--- config.mk ---
export PLATFORM = sky130hd
export DESIGN_NAME = reg_bus_arb_flat
export DESIGN_NICKNAME = d
export VERILOG_FILES = /design/src/rtl/reg_bus_arb_pkg.sv /design/src/rtl/reg_bus_arb_if.sv /design/src/rtl/reg_bus_arb_rr_pick.sv /design/src/rtl/reg_bus_arb.sv /design/src/flat_wrapper.sv
export SDC_FILE = /design/constraint.sdc
export NUM_CORES = 1
export LEC_CHECK = 0
export ABC_AREA = 1
export CAP_MARGIN = 20
export CORE_ASPECT_RATIO = 1.4
export CORE_MARGIN = 1.5
export CORE_UTILIZATION = 30
export CTS_CLUSTER_SIZE = 12
export DETAILED_ROUTE_END_ITERATION = 6
export REMOVE_ABC_BUFFERS = 1
export SYNTH_ARGS = -nofsm -noshare
export SYNTH_HDL_FRONTEND = slang
export SYNTH_HIERARCHICAL = 1
export SYNTH_SLANG_ARGS = --single-unit
--- constraint.sdc ---
create_clock -name clk -period 3.8 [get_ports clk]
set_input_delay 0.38 -clock clk [delete_from_list [all_inputs] [get_ports clk]]
set_output_delay 0.38 -clock clk [all_outputs]
set_load 0.005 [all_outputs]
--- src/rtl/reg_bus_arb_pkg.sv ---
// Shared types and defaults for the config-register bus arbiter.
package reg_bus_arb_pkg;

  typedef enum logic [1:0] {
    ST_IDLE  = 2'd0,
    ST_ISSUE = 2'd1,
    ST_WAIT  = 2'd2,
    ST_DONE  = 2'd3
  } state_t;

  localparam int unsigned DEF_N_REQ   = 4;
  localparam int unsigned DEF_ADDR_W  = 4;
  localparam int unsigned DEF_DATA_W  = 32;
  localparam int unsigned DEF_TIMEOUT = 16;

  // Read data returned on a timeout or a write completion.
  localparam int unsigned ERR_RDATA = 0;

endpackage

--- src/rtl/reg_bus_arb_if.sv ---
// Requester-side and slave-side signals of the shared register bus.
interface reg_bus_arb_if
  import reg_bus_arb_pkg::*;
#(
  parameter int unsigned N_REQ  = DEF_N_REQ,
  parameter int unsigned ADDR_W = DEF_ADDR_W,
  parameter int unsigned DATA_W = DEF_DATA_W
);

  logic [N_REQ-1:0]        m_req;
  logic [N_REQ-1:0]        m_rd_wr;
  logic [N_REQ*ADDR_W-1:0] m_addr;
  logic [N_REQ*DATA_W-1:0] m_wdata;
  logic [N_REQ-1:0]        m_ack;
  logic [N_REQ-1:0]        m_err;
  logic [DATA_W-1:0]       m_rdata;

  logic                    req;
  logic                    rd_wr;
  logic [ADDR_W-1:0]       addr;
  logic [DATA_W-1:0]       write_val;
  logic                    ack;
  logic [DATA_W-1:0]       read_val;

  // Arbiter view.
  modport slave (
    input  m_req, m_rd_wr, m_addr, m_wdata, ack, read_val,
    output m_ack, m_err, m_rdata, req, rd_wr, addr, write_val
  );

  // Environment view: requesters plus the register slave.
  modport master (
    output m_req, m_rd_wr, m_addr, m_wdata, ack, read_val,
    input  m_ack, m_err, m_rdata, req, rd_wr, addr, write_val
  );

endinterface

--- src/rtl/reg_bus_arb_rr_pick.sv ---
// Combinational round-robin select: first set request at or after i_ptr, wrapping.
module rr_pick #(
  parameter int unsigned N_REQ = 4,
  parameter int unsigned IDX_W = $clog2(N_REQ)
) (
  input  logic [N_REQ-1:0] i_req,
  input  logic [IDX_W-1:0] i_ptr,
  output logic [N_REQ-1:0] o_gnt_c,
  output logic [IDX_W-1:0] o_idx_c,
  output logic             o_valid_c
);

  localparam int unsigned SUM_W = IDX_W + 1;

  logic [SUM_W-1:0] w_pos;

  // Scan from the farthest offset down so the nearest request to i_ptr wins.
  always_comb begin
    o_gnt_c = '0;
    o_idx_c = '0;
    w_pos   = '0;
    for (int off = N_REQ - 1; off >= 0; off--) begin
      w_pos = SUM_W'(i_ptr) + SUM_W'(off);
      if (w_pos >= SUM_W'(N_REQ)) begin
        w_pos = w_pos - SUM_W'(N_REQ);
      end
      if (i_req[w_pos[IDX_W-1:0]]) begin
        o_gnt_c                    = '0;
        o_gnt_c[w_pos[IDX_W-1:0]]  = 1'b1;
        o_idx_c                    = w_pos[IDX_W-1:0];
      end
    end
  end

  assign o_valid_c = |i_req;

endmodule

--- src/rtl/reg_bus_arb.sv ---
// Round-robin arbiter serialising N_REQ requesters onto one register bus,
// with forced error completion when the slave never acknowledges.
module reg_bus_arb
  import reg_bus_arb_pkg::*;
#(
  parameter int unsigned N_REQ   = DEF_N_REQ,
  parameter int unsigned ADDR_W  = DEF_ADDR_W,
  parameter int unsigned DATA_W  = DEF_DATA_W,
  parameter int unsigned TIMEOUT = DEF_TIMEOUT
) (
  input  logic         clk,
  input  logic         reset_L,
  reg_bus_arb_if.slave bus
);

  localparam int unsigned IDX_W = $clog2(N_REQ);
  localparam int unsigned CNT_W = $clog2(TIMEOUT);

  state_t              r_state,  w_state_nxt;
  logic [IDX_W-1:0]    r_ptr,    w_ptr_nxt;
  logic [IDX_W-1:0]    r_gnt_id, w_gnt_nxt;
  logic                r_req,    w_req_nxt;
  logic                r_rd_wr,  w_rd_wr_nxt;
  logic [ADDR_W-1:0]   r_addr,   w_addr_nxt;
  logic [DATA_W-1:0]   r_wval,   w_wval_nxt;
  logic [DATA_W-1:0]   r_rdata,  w_rdata_nxt;
  logic [N_REQ-1:0]    r_m_ack,  w_m_ack_nxt;
  logic [N_REQ-1:0]    r_m_err,  w_m_err_nxt;
  logic [CNT_W-1:0]    r_cnt,    w_cnt_nxt;
  logic                r_to,     w_to_nxt;

  logic [N_REQ-1:0]    w_pick_gnt;
  logic [IDX_W-1:0]    w_pick_idx;
  logic                w_pick_valid;
  logic                w_win_rd_wr;
  logic [ADDR_W-1:0]   w_win_addr;
  logic [DATA_W-1:0]   w_win_wval;
  logic                w_finish;
  logic                w_fin_err;

  rr_pick #(
    .N_REQ (N_REQ),
    .IDX_W (IDX_W)
  ) u_pick (
    .i_req     (bus.m_req),
    .i_ptr     (r_ptr),
    .o_gnt_c   (w_pick_gnt),
    .o_idx_c   (w_pick_idx),
    .o_valid_c (w_pick_valid)
  );

  // Winner's command fields, selected by the one-hot grant.
  always_comb begin
    w_win_rd_wr = |(w_pick_gnt & bus.m_rd_wr);
    w_win_addr  = '0;
    w_win_wval  = '0;
    for (int i = 0; i < N_REQ; i++) begin
      if (w_pick_gnt[i]) begin
        w_win_addr = bus.m_addr[i*ADDR_W +: ADDR_W];
        w_win_wval = bus.m_wdata[i*DATA_W +: DATA_W];
      end
    end
  end

  // Next state and next registered outputs.
  always_comb begin
    w_state_nxt = r_state;
    w_ptr_nxt   = r_ptr;
    w_gnt_nxt   = r_gnt_id;
    w_req_nxt   = 1'b0;
    w_rd_wr_nxt = r_rd_wr;
    w_addr_nxt  = r_addr;
    w_wval_nxt  = r_wval;
    w_rdata_nxt = '0;
    w_m_ack_nxt = '0;
    w_m_err_nxt = '0;
    w_cnt_nxt   = r_cnt;
    w_to_nxt    = r_to;
    w_finish    = 1'b0;
    w_fin_err   = 1'b0;

    case (r_state)
      ST_IDLE: begin
        w_rd_wr_nxt = 1'b0;
        w_addr_nxt  = '0;
        w_wval_nxt  = '0;
        if (w_pick_valid) begin
          w_state_nxt = ST_ISSUE;
          w_gnt_nxt   = w_pick_idx;
          w_req_nxt   = 1'b1;
          w_rd_wr_nxt = w_win_rd_wr;
          w_addr_nxt  = w_win_addr;
          w_wval_nxt  = w_win_wval;
        end
      end

      ST_ISSUE: begin
        w_cnt_nxt = '0;
        w_to_nxt  = 1'b0;
        if (bus.ack) begin
          w_finish = 1'b1;
        end else begin
          w_state_nxt = ST_WAIT;
        end
      end

      // Once the counter has expired, an ack in the final cycle is treated as late.
      ST_WAIT: begin
        if (r_to) begin
          w_finish  = 1'b1;
          w_fin_err = 1'b1;
        end else if (bus.ack) begin
          w_finish = 1'b1;
        end else begin
          w_cnt_nxt = r_cnt + CNT_W'(1);
          if (r_cnt == CNT_W'(TIMEOUT - 1)) begin
            w_to_nxt = 1'b1;
          end
        end
      end

      ST_DONE: begin
        w_state_nxt = ST_IDLE;
        w_ptr_nxt   = (r_gnt_id == IDX_W'(N_REQ - 1)) ? '0 : r_gnt_id + IDX_W'(1);
        w_rd_wr_nxt = 1'b0;
        w_addr_nxt  = '0;
        w_wval_nxt  = '0;
      end

      default: begin
        w_state_nxt = ST_IDLE;
      end
    endcase

    if (w_finish) begin
      w_state_nxt           = ST_DONE;
      w_m_ack_nxt[r_gnt_id] = 1'b1;
      w_m_err_nxt[r_gnt_id] = w_fin_err;
      w_rdata_nxt           = (!w_fin_err && r_rd_wr) ? bus.read_val : DATA_W'(ERR_RDATA);
    end
  end

  // State and output registers.
  always_ff @(posedge clk or negedge reset_L) begin
    if (!reset_L) begin
      r_state  <= ST_IDLE;
      r_ptr    <= '0;
      r_gnt_id <= '0;
      r_req    <= 1'b0;
      r_rd_wr  <= 1'b0;
      r_addr   <= '0;
      r_wval   <= '0;
      r_rdata  <= '0;
      r_m_ack  <= '0;
      r_m_err  <= '0;
      r_cnt    <= '0;
      r_to     <= 1'b0;
    end else begin
      r_state  <= w_state_nxt;
      r_ptr    <= w_ptr_nxt;
      r_gnt_id <= w_gnt_nxt;
      r_req    <= w_req_nxt;
      r_rd_wr  <= w_rd_wr_nxt;
      r_addr   <= w_addr_nxt;
      r_wval   <= w_wval_nxt;
      r_rdata  <= w_rdata_nxt;
      r_m_ack  <= w_m_ack_nxt;
      r_m_err  <= w_m_err_nxt;
      r_cnt    <= w_cnt_nxt;
      r_to     <= w_to_nxt;
    end
  end

  assign bus.m_ack     = r_m_ack;
  assign bus.m_err     = r_m_err;
  assign bus.m_rdata   = r_rdata;
  assign bus.req       = r_req;
  assign bus.rd_wr     = r_rd_wr;
  assign bus.addr      = r_addr;
  assign bus.write_val = r_wval;

endmodule

--- src/flat_wrapper.sv ---
// flat-port wrapper written by rule: the top's interface ports become plain ports
module reg_bus_arb_flat import reg_bus_arb_pkg::*;
#(
  parameter int unsigned N_REQ   = DEF_N_REQ,
  parameter int unsigned ADDR_W  = DEF_ADDR_W,
  parameter int unsigned DATA_W  = DEF_DATA_W,
  parameter int unsigned TIMEOUT = DEF_TIMEOUT
)
  (clk, reset_L, bus_m_req, bus_m_rd_wr, bus_m_addr, bus_m_wdata, bus_ack, bus_read_val, bus_m_ack, bus_m_err, bus_m_rdata, bus_req, bus_rd_wr, bus_addr, bus_write_val);
  reg_bus_arb_if #(.N_REQ(N_REQ), .ADDR_W(ADDR_W), .DATA_W(DATA_W)) bus_i ();
  input  logic clk;
  input  logic reset_L;
  input wire logic [$bits(bus_i.m_req)-1:0] bus_m_req;
  input wire logic [$bits(bus_i.m_rd_wr)-1:0] bus_m_rd_wr;
  input wire logic [$bits(bus_i.m_addr)-1:0] bus_m_addr;
  input wire logic [$bits(bus_i.m_wdata)-1:0] bus_m_wdata;
  input wire logic [$bits(bus_i.ack)-1:0] bus_ack;
  input wire logic [$bits(bus_i.read_val)-1:0] bus_read_val;
  output wire logic [$bits(bus_i.m_ack)-1:0] bus_m_ack;
  output wire logic [$bits(bus_i.m_err)-1:0] bus_m_err;
  output wire logic [$bits(bus_i.m_rdata)-1:0] bus_m_rdata;
  output wire logic [$bits(bus_i.req)-1:0] bus_req;
  output wire logic [$bits(bus_i.rd_wr)-1:0] bus_rd_wr;
  output wire logic [$bits(bus_i.addr)-1:0] bus_addr;
  output wire logic [$bits(bus_i.write_val)-1:0] bus_write_val;
  assign bus_i.m_req = bus_m_req;
  assign bus_i.m_rd_wr = bus_m_rd_wr;
  assign bus_i.m_addr = bus_m_addr;
  assign bus_i.m_wdata = bus_m_wdata;
  assign bus_i.ack = bus_ack;
  assign bus_i.read_val = bus_read_val;
  assign bus_m_ack = bus_i.m_ack;
  assign bus_m_err = bus_i.m_err;
  assign bus_m_rdata = bus_i.m_rdata;
  assign bus_req = bus_i.req;
  assign bus_rd_wr = bus_i.rd_wr;
  assign bus_addr = bus_i.addr;
  assign bus_write_val = bus_i.write_val;
  reg_bus_arb #(.N_REQ(N_REQ), .ADDR_W(ADDR_W), .DATA_W(DATA_W), .TIMEOUT(TIMEOUT)) u_core (.clk(clk), .reset_L(reset_L), .bus(bus_i));
endmodule
* Word level (Yosys, flattened, before mapping) *
Cells that the tools add are included.

storage, ports and cells
  output and inout port bits = 78
  register bits = 89
  input bits = 187

operators by class
  muxes and demuxes = 67
  $add $sub $neg = 9
  reduce and logical (&&, ||, !) cells = 16
  magnitude comparators = 14
  equality and inequality tests = 9
  bitwise operators = 2

operator list
  operator                                                                 number
  32-bit 2-to-1 mux                                                        7
  32-bit case mux with 2 select lines                                      1
  4-bit 2-to-1 mux                                                         13
  2-bit 2-to-1 mux                                                         12
  1-bit 2-to-1 mux                                                         19
  4-bit case mux with 2 select lines                                       2
  2-bit by 3-bit < comparator with 1-bit output, second input constant     5
  1-bit demux with 2-bit select                                            5
  2-bit by 1-bit >= comparator with 1-bit output, second input constant    5
  3-bit >= comparator, second input constant                               3
  4-bit bitwise AND                                                        2
  1-bit binary-select mux with 2-bit select                                4
  4-bit OR reduction                                                       2
  2-bit by 1-bit subtractor with 2-bit output, second input constant       4
  2-bit by 2-bit adder with 3-bit output, second input constant            2
  2-bit equality test, second input constant                               3
  1-bit logical AND                                                        6
  3-bit by 2-bit inequality test with 1-bit output, second input constant  2
  1-bit case mux with 2 select lines                                       3
  2-bit case mux with 3 select lines                                       1
  3-bit AND reduction                                                      2
  4-bit by 1-bit adder with 4-bit output, second input constant            1
  4-bit equality test, second input constant                               1
  2-bit inequality test, second input constant                             2
  9 further kinds                                                          10

* Longest topological paths before layout *
  depth in word-level cells = 17
  depth in mapped cells = 18

* Modules after synthesis *
Netlist, hierarchy kept.

modules (own cells, without submodules)
  module       area each (um^2)  times used  cells each
  reg_bus_arb  4895.9            1           617
  rr_pick      451.7             1           83

* Worst setup path after synthesis *
No wires, ideal clock.

  path type = reg2reg
  from = register u_core.r_ptr[0]
  to = register u_core.r_addr[1] (netlist: u_core/bus.addr[1])
  cell stages (with the launch flop) = 18
  setup slack = 1437 ps
  buffers on the path = 1
  data arrival time = 2246 ps
  path through = dfrtp_1 > inv_2 > ha_1 > inv_1 > nand3_2 > nand2_2 > inv_4 > nand3_1 > nand2_1 > nor2_1 > nor2_1 > inv_2 > clkbuf_1 > nand2_1 > o211ai_1 > nand2_1 > nand2_1 > nand2_1

RTL lines
  what                                                                                                                                   line                                                  source
  from (decl)                                                                                                                            reg_bus_arb.sv:20                                     logic [IDX_W-1:0] r_ptr, w_ptr_nxt;
  from (signal assigned)                                                                                                                 reg_bus_arb.sv:160                                    r_ptr <= w_ptr_nxt;
  2-bit by 2-bit adder with 3-bit output                                                                                                 reg_bus_arb_rr_pick.sv:23                             w_pos = SUM_W'(i_ptr) + SUM_W'(off);
  3-bit >= comparator or 2-bit by 1-bit subtractor with 2-bit output (tied branches)                                                     reg_bus_arb_rr_pick.sv:24, reg_bus_arb_rr_pick.sv:25
  2-bit 2-to-1 mux                                                                                                                       reg_bus_arb_rr_pick.sv:24                             if (w_pos >= SUM_W'(N_REQ)) begin
  2-bit by 3-bit < comparator with 1-bit output (implied by the code) or 2-bit by 1-bit >= comparator with 1-bit output (tied branches)  reg_bus_arb_rr_pick.sv:29                             o_gnt_c[w_pos[IDX_W-1:0]] = 1'b1;
  1-bit logical AND (implied by the code)                                                                                                reg_bus_arb_rr_pick.sv:29
  1-bit 2-to-1 mux (implied by the code)                                                                                                 reg_bus_arb_rr_pick.sv:29
  1-bit demux with 2-bit select                                                                                                          reg_bus_arb_rr_pick.sv:29
  4-bit 2-to-1 mux (3 in series)                                                                                                         reg_bus_arb_rr_pick.sv:27                             if (i_req[w_pos[IDX_W-1:0]]) begin
  4-bit 2-to-1 mux (*)                                                                                                                   reg_bus_arb_rr_pick.sv:27
  via u_core.w_pick_gnt[1]                                                                                                               reg_bus_arb.sv:32                                     logic [N_REQ-1:0] w_pick_gnt;
  4-bit 2-to-1 mux (*) (3 in series)                                                                                                     reg_bus_arb.sv:58                                     if (w_pick_gnt[i]) begin
  4-bit 2-to-1 mux (*)                                                                                                                   reg_bus_arb.sv:87                                     if (w_pick_valid) begin
  4-bit case mux with 2 select lines (*)                                                                                                 reg_bus_arb.sv:82                                     case (r_state)
  to (signal assigned)                                                                                                                   reg_bus_arb.sv:164                                    r_addr <= w_addr_nxt;
  to (decl)                                                                                                                              reg_bus_arb.sv:24                                     logic [ADDR_W-1:0] r_addr, w_addr_nxt;

Mark *: on every way through the listed nets, which the timed path passes. The rest lies on a longest branch. The select of a mux whose other input is x is not followed.
A chain may end at the register's enable or synchronous reset.

* Worst setup path after layout *
  from = register u_core.r_ptr[0]
  to = register u_core.r_wval[0] (netlist: u_core/bus.write_val[0])

RTL lines
  what                                                                                                                                   line                                                  source
  2-bit by 2-bit adder with 3-bit output                                                                                                 reg_bus_arb_rr_pick.sv:23
  3-bit >= comparator or 2-bit by 1-bit subtractor with 2-bit output (tied branches)                                                     reg_bus_arb_rr_pick.sv:24, reg_bus_arb_rr_pick.sv:25
  2-bit 2-to-1 mux                                                                                                                       reg_bus_arb_rr_pick.sv:24
  2-bit by 3-bit < comparator with 1-bit output (implied by the code) or 2-bit by 1-bit >= comparator with 1-bit output (tied branches)  reg_bus_arb_rr_pick.sv:29
  1-bit logical AND (implied by the code)                                                                                                reg_bus_arb_rr_pick.sv:29
  1-bit 2-to-1 mux (implied by the code)                                                                                                 reg_bus_arb_rr_pick.sv:29
  1-bit demux with 2-bit select                                                                                                          reg_bus_arb_rr_pick.sv:29
  4-bit 2-to-1 mux (3 in series)                                                                                                         reg_bus_arb_rr_pick.sv:27
  4-bit 2-to-1 mux (*)                                                                                                                   reg_bus_arb_rr_pick.sv:27
  via u_core.w_pick_gnt[1]                                                                                                               reg_bus_arb.sv:32
  32-bit 2-to-1 mux (*) (3 in series)                                                                                                    reg_bus_arb.sv:58
  32-bit 2-to-1 mux (*)                                                                                                                  reg_bus_arb.sv:87
  32-bit case mux with 2 select lines (*)                                                                                                reg_bus_arb.sv:82
  to (signal assigned)                                                                                                                   reg_bus_arb.sv:165                                    r_wval <= w_wval_nxt;
  to (decl)                                                                                                                              reg_bus_arb.sv:25                                     logic [DATA_W-1:0] r_wval, w_wval_nxt;

Marked as above.

==> results.md <==
- The run finished with clean final reports.
- Data arrives at the worst endpoint at 3300 ps.
- The number of vias after detailed routing is 5443.
- Sorting the synthesized cells by area gives the leading types as sky130_fd_sc_hd__dfrtp_1, sky130_fd_sc_hd__nand2_1, sky130_fd_sc_hd__nor3b_2, sky130_fd_sc_hd__nor2_1, sky130_fd_sc_hd__o211ai_1.
- Routability-driven placement finished with a final weighted congestion of 0.836.
- After synthesis, the most frequently instantiated cells are sky130_fd_sc_hd__nand2_1, sky130_fd_sc_hd__nor2_1, sky130_fd_sc_hd__dfrtp_1, sky130_fd_sc_hd__a21oi_1, sky130_fd_sc_hd__o211ai_1.
- The area added between synthesis and finish is 59.4%.
- The worst path needs 3050 ps of the cycle, external delays included.
- The floorplan die width is 116 um.
- The maximum buffer depth of the clock tree is 2.
- The violation count after the first detailed-route iteration is 241.
- The number of buffer and inverter instances along the worst setup path is 5.
- The cell area power density is 854 nW/um^2.
- The floorplan has 57 rows.
- The overall global routing resource usage is 0.202.
- The number of standard cells in the layout, taps in and fillers out is 1192.
- The worst hold margin is 425 ps.
- The die height is 161 um.
- Clock-pin slew was measured on the worst setup and hold paths at 70 ps.
- The slowest cell on the critical path is sky130_fd_sc_hd__dfrtp_1.
- Of the synthesized area, sequential elements account for 0.416.
- The commonest register cell after synthesis is sky130_fd_sc_hd__dfrtp_1.
- Setup violations remaining at the end of the flow were counted as 0.
- The number of detailed-route iterations in the first pass is 4.
- After detailed routing, the total wire length is 19.3 mm.
- The fraction of final layout cells with drive strength greater than 1 is 0.0871.
- The tool flagged a number of max-cap violations equal to 0.
- The leakage power is 3.92 nW.
- The post-synthesis cell type with the largest combined area is sky130_fd_sc_hd__dfrtp_1.
- The H-tree was split into 3 levels.
- The final worst-path cycle share is 0.803.
- The number of slew-limit violations in the final report was 0.
- The kind of critical path is flip-flop to flip-flop.
- Along the worst path, the maximum fanout reaches 37.
- The final setup skew is 7.28 ps.
- The core area is 17400 um^2.
- Entering global routing, the biggest net connects 52 pins.
- Setup repair after global routing left no endpoint under its margin.
- The count of clock tree sinks is 89.
- The post-synthesis async set-or-reset flop share is 1.00.
- The worst endpoint required time is 4040 ps.
- The count of instances resized after the clock tree is built is 0.
- The average instance in the mapped netlist occupies 7.64 um^2.
- STA classifies the critical path endpoint as a flip-flop.
- The most frequently used cell type in the post-synthesis netlist is sky130_fd_sc_hd__nand2_1.
- The total overflow reported by the global router is 0.
- Counting flops with a built-in enable in the synthesized netlist gives 0.
- For the pin with the worst max-slew slack, the measured transition is 964 ps.
- Counting the buffers created by CTS gives 9.
- Walking the worst path, the cells encountered are inv_2 > ha_1 > inv_1 > nand3_2 > nand2_2 > inv_4 > nand3_1 > nand2_1 > nor2_1 > nor2_1 > inv_2 > buf_12 > nand2_1 > o211ai_1 > nand2_1 > nand2_1 > nand2_1.
- The number of endpoints with negative hold slack in the final report was 0.
- The number of vias per cell after detailed routing is 4.57.
- The number of register bits inferred by synthesis is 89.
- The first global-routing pass estimated 28.7 mm of wire.
- The number of different library cells used by synthesis comes to 30.
- The via count of the first global-routing pass came to 5370.
- The cell count after synthesis came out at 700.
- The post-detailed-placement half-perimeter wirelength is 14.0 mm.
- The initial core utilization is 0.307.
- The number of placed instances, taps included is 1172.
- TritonCTS built the clock tree.
- The multi-input combinational cells in the finished layout cover a total of 2790 um^2.
- For this run, design rule violations remaining after detail routing come to 0.
- The critical path launch point type is a flip-flop.
- Pin placement for this block handled 265 I/O pins.
- The root buffer cell chosen for the clock tree is sky130_fd_sc_hd__clkbuf_16.
- The number of inserted filler cells in the final layout is 1762.
- The final layout contains 1153 nets.
- The number of antenna-violating nets in the routed design is 0.
- Broken down by cell family, the worst path's largest delay share belongs to buffers and inverters.
- The count of synthesis-stage warnings from yosys is 6.
- Static timing analysis puts the maximum clock frequency at 328 MHz.
- The later pin in the worst-skew pair is clocked with a latency of 350 ps.
- The flip-flop and latch area is 2230 um^2.
- The worst vdd rail ir drop is 0.424 mV.
- Among the stages of the critical path, the cell type that occurs most often is sky130_fd_sc_hd__nand2_1.
- The die area is 18600 um^2.
- The critical path starts at u_core/r_ptr[0].
- Measured against its own limit, the worst slew margin works out to 0.355.
- The area share of the largest cell type after synthesis is 0.416.
- The synthesized netlist occupies a cell area of 5350 um^2.
- The path class of the tightest hold or removal check is primary input to asynchronous set/reset pin.
- The number of buffers inserted by port buffering is 264.
- In this run the critical register-to-register path is launched from u_core/r_ptr[0].
- The initial antenna violation count is 3.
- The average wire per standard cell is 16.2 um.
- The maximum cell stage delay along the critical path is 570 ps.
final timing paths:
kind	slack (ps)	cells past startpoint	endpoint
worst max-delay path	750	17	u_core/bus.write_val[0]
worst min-delay path	420	2	u_core/bus.addr[1]
worst max register to register	750	17	u_core/bus.write_val[0]
worst min register to register	480	2	u_core/bus.write_val[16]
max in group asynchronous	2460	3	u_core/r_ptr[1]
min in group clk	480	2	u_core/bus.write_val[16]
what timing repair did:
action / in CTS / in global routing
hold buffers: 1 / 0
endpoints found under the setup margin: 0 / 0
hold endpoints to repair: 9 / 0
buffers inserted: 0 / 0
cells by family after synthesis:
| family | synth area share |
|---|---|
| flops | 0.416 |
| simple gates | 0.369 |
| mux | 0.00187 |
| compound gates | 0.106 |
| fa+ha+maj | 0.0421 |
| buf+inv | 0.0641 |
layout by cell type, fill, tap and decap left out, types with 4 or more instances in the layout:
master                            count
sky130_fd_sc_hd__ha_1                18
sky130_fd_sc_hd__clkbuf_16            9
sky130_fd_sc_hd__nor2_1              90
sky130_fd_sc_hd__o211ai_1            36
sky130_fd_sc_hd__a21oi_1             42
sky130_fd_sc_hd__nand4_1              4
sky130_fd_sc_hd__nor3_1               4
sky130_fd_sc_hd__nand2_1            262
sky130_fd_sc_hd__clkdlybuf4s50_1    263
sky130_fd_sc_hd__o21ai_0              7
sky130_fd_sc_hd__inv_2                4
sky130_fd_sc_hd__buf_4               12
sky130_fd_sc_hd__nand3_1             16
sky130_fd_sc_hd__dfrtp_1             89
sky130_fd_sc_hd__nor3b_2             32
sky130_fd_sc_hd__nand2_2              6
sky130_fd_sc_hd__nand3_2              4
sky130_fd_sc_hd__inv_1               29
state kept, by name (all words and copies together), names as in the netlist:
signal and count:
u_core/bus.m_err 4, u_core/r_to 1, u_core/bus.m_rdata 32, u_core/r_cnt 4
u_core/bus.m_ack 4, u_core/r_ptr 2, u_core/bus.rd_wr 1, u_core/bus.req 1
u_core/r_gnt_id 2, u_core/r_state 2, u_core/bus.write_val 32, u_core/bus.addr 4
metal layers:
metal | routed length [um] | global-route usage | up-vias | share of wire
met3 | 1660 | 0.0559 | 28 | 0.086
met5 | 0 | 0 | - | 0
met2 | 9430 | 0.354 | 205 | 0.49
met4 | 493 | 0.0776 | 0 | 0.026
met1 | 7730 | 0.230 | 2464 | 0.40
li1 | - | - | 2746 | -
where the power goes:
group | internal (mW) | total (mW) | switching, mW
sequential | 1.25 | 1.43 | 0.177
clock | 0.538 | 0.957 | 0.419
combinational | 1.84 | 4.90 | 3.05
total | 3.63 | 7.28 | 3.65
stage by stage:
stage	util	area (um^2)	setup WS, ps	setup TNS [ps]	power [mW]
5_1_grt	0.490	8520	513	0	8.00
6_report	0.490	8520	747	0	7.28
2_1_floorplan	-	5140	-552	-19850	4.47
3_5_place_dp	0.471	8190	748	0	6.41
3_3_place_gp	0.471	8190	825	0	6.38
4_1_cts	0.489	8520	746	0	7.41
area by class of cell:
class | instances | area share
tap | 236 | 0.0346
antenna | 3 | 0.000881
timing repair buffer | 277 | 0.323
sequential | 89 | 0.261
inverter | 36 | 0.0161
multi-input combinational | 535 | 0.327
clock buffer | 10 | 0.0280
clock inverter | 6 | 0.00866
worst reg2reg max path, stage by stage, from the launching register on:
cell	delay, ps
sky130_fd_sc_hd__dfrtp_1	570
sky130_fd_sc_hd__inv_2	160
sky130_fd_sc_hd__ha_1	370
sky130_fd_sc_hd__inv_1	100
sky130_fd_sc_hd__nand3_2	100
sky130_fd_sc_hd__nand2_2	150
sky130_fd_sc_hd__inv_4	70
sky130_fd_sc_hd__nand3_1	70
sky130_fd_sc_hd__nand2_1	50
sky130_fd_sc_hd__nor2_1	80
sky130_fd_sc_hd__nor2_1	60
sky130_fd_sc_hd__inv_2	470
sky130_fd_sc_hd__buf_12	290
sky130_fd_sc_hd__nand2_1	100
sky130_fd_sc_hd__o211ai_1	80
sky130_fd_sc_hd__nand2_1	100
sky130_fd_sc_hd__nand2_1	70
sky130_fd_sc_hd__nand2_1	50
Note: power is estimated with default switching activity, not from simulation.
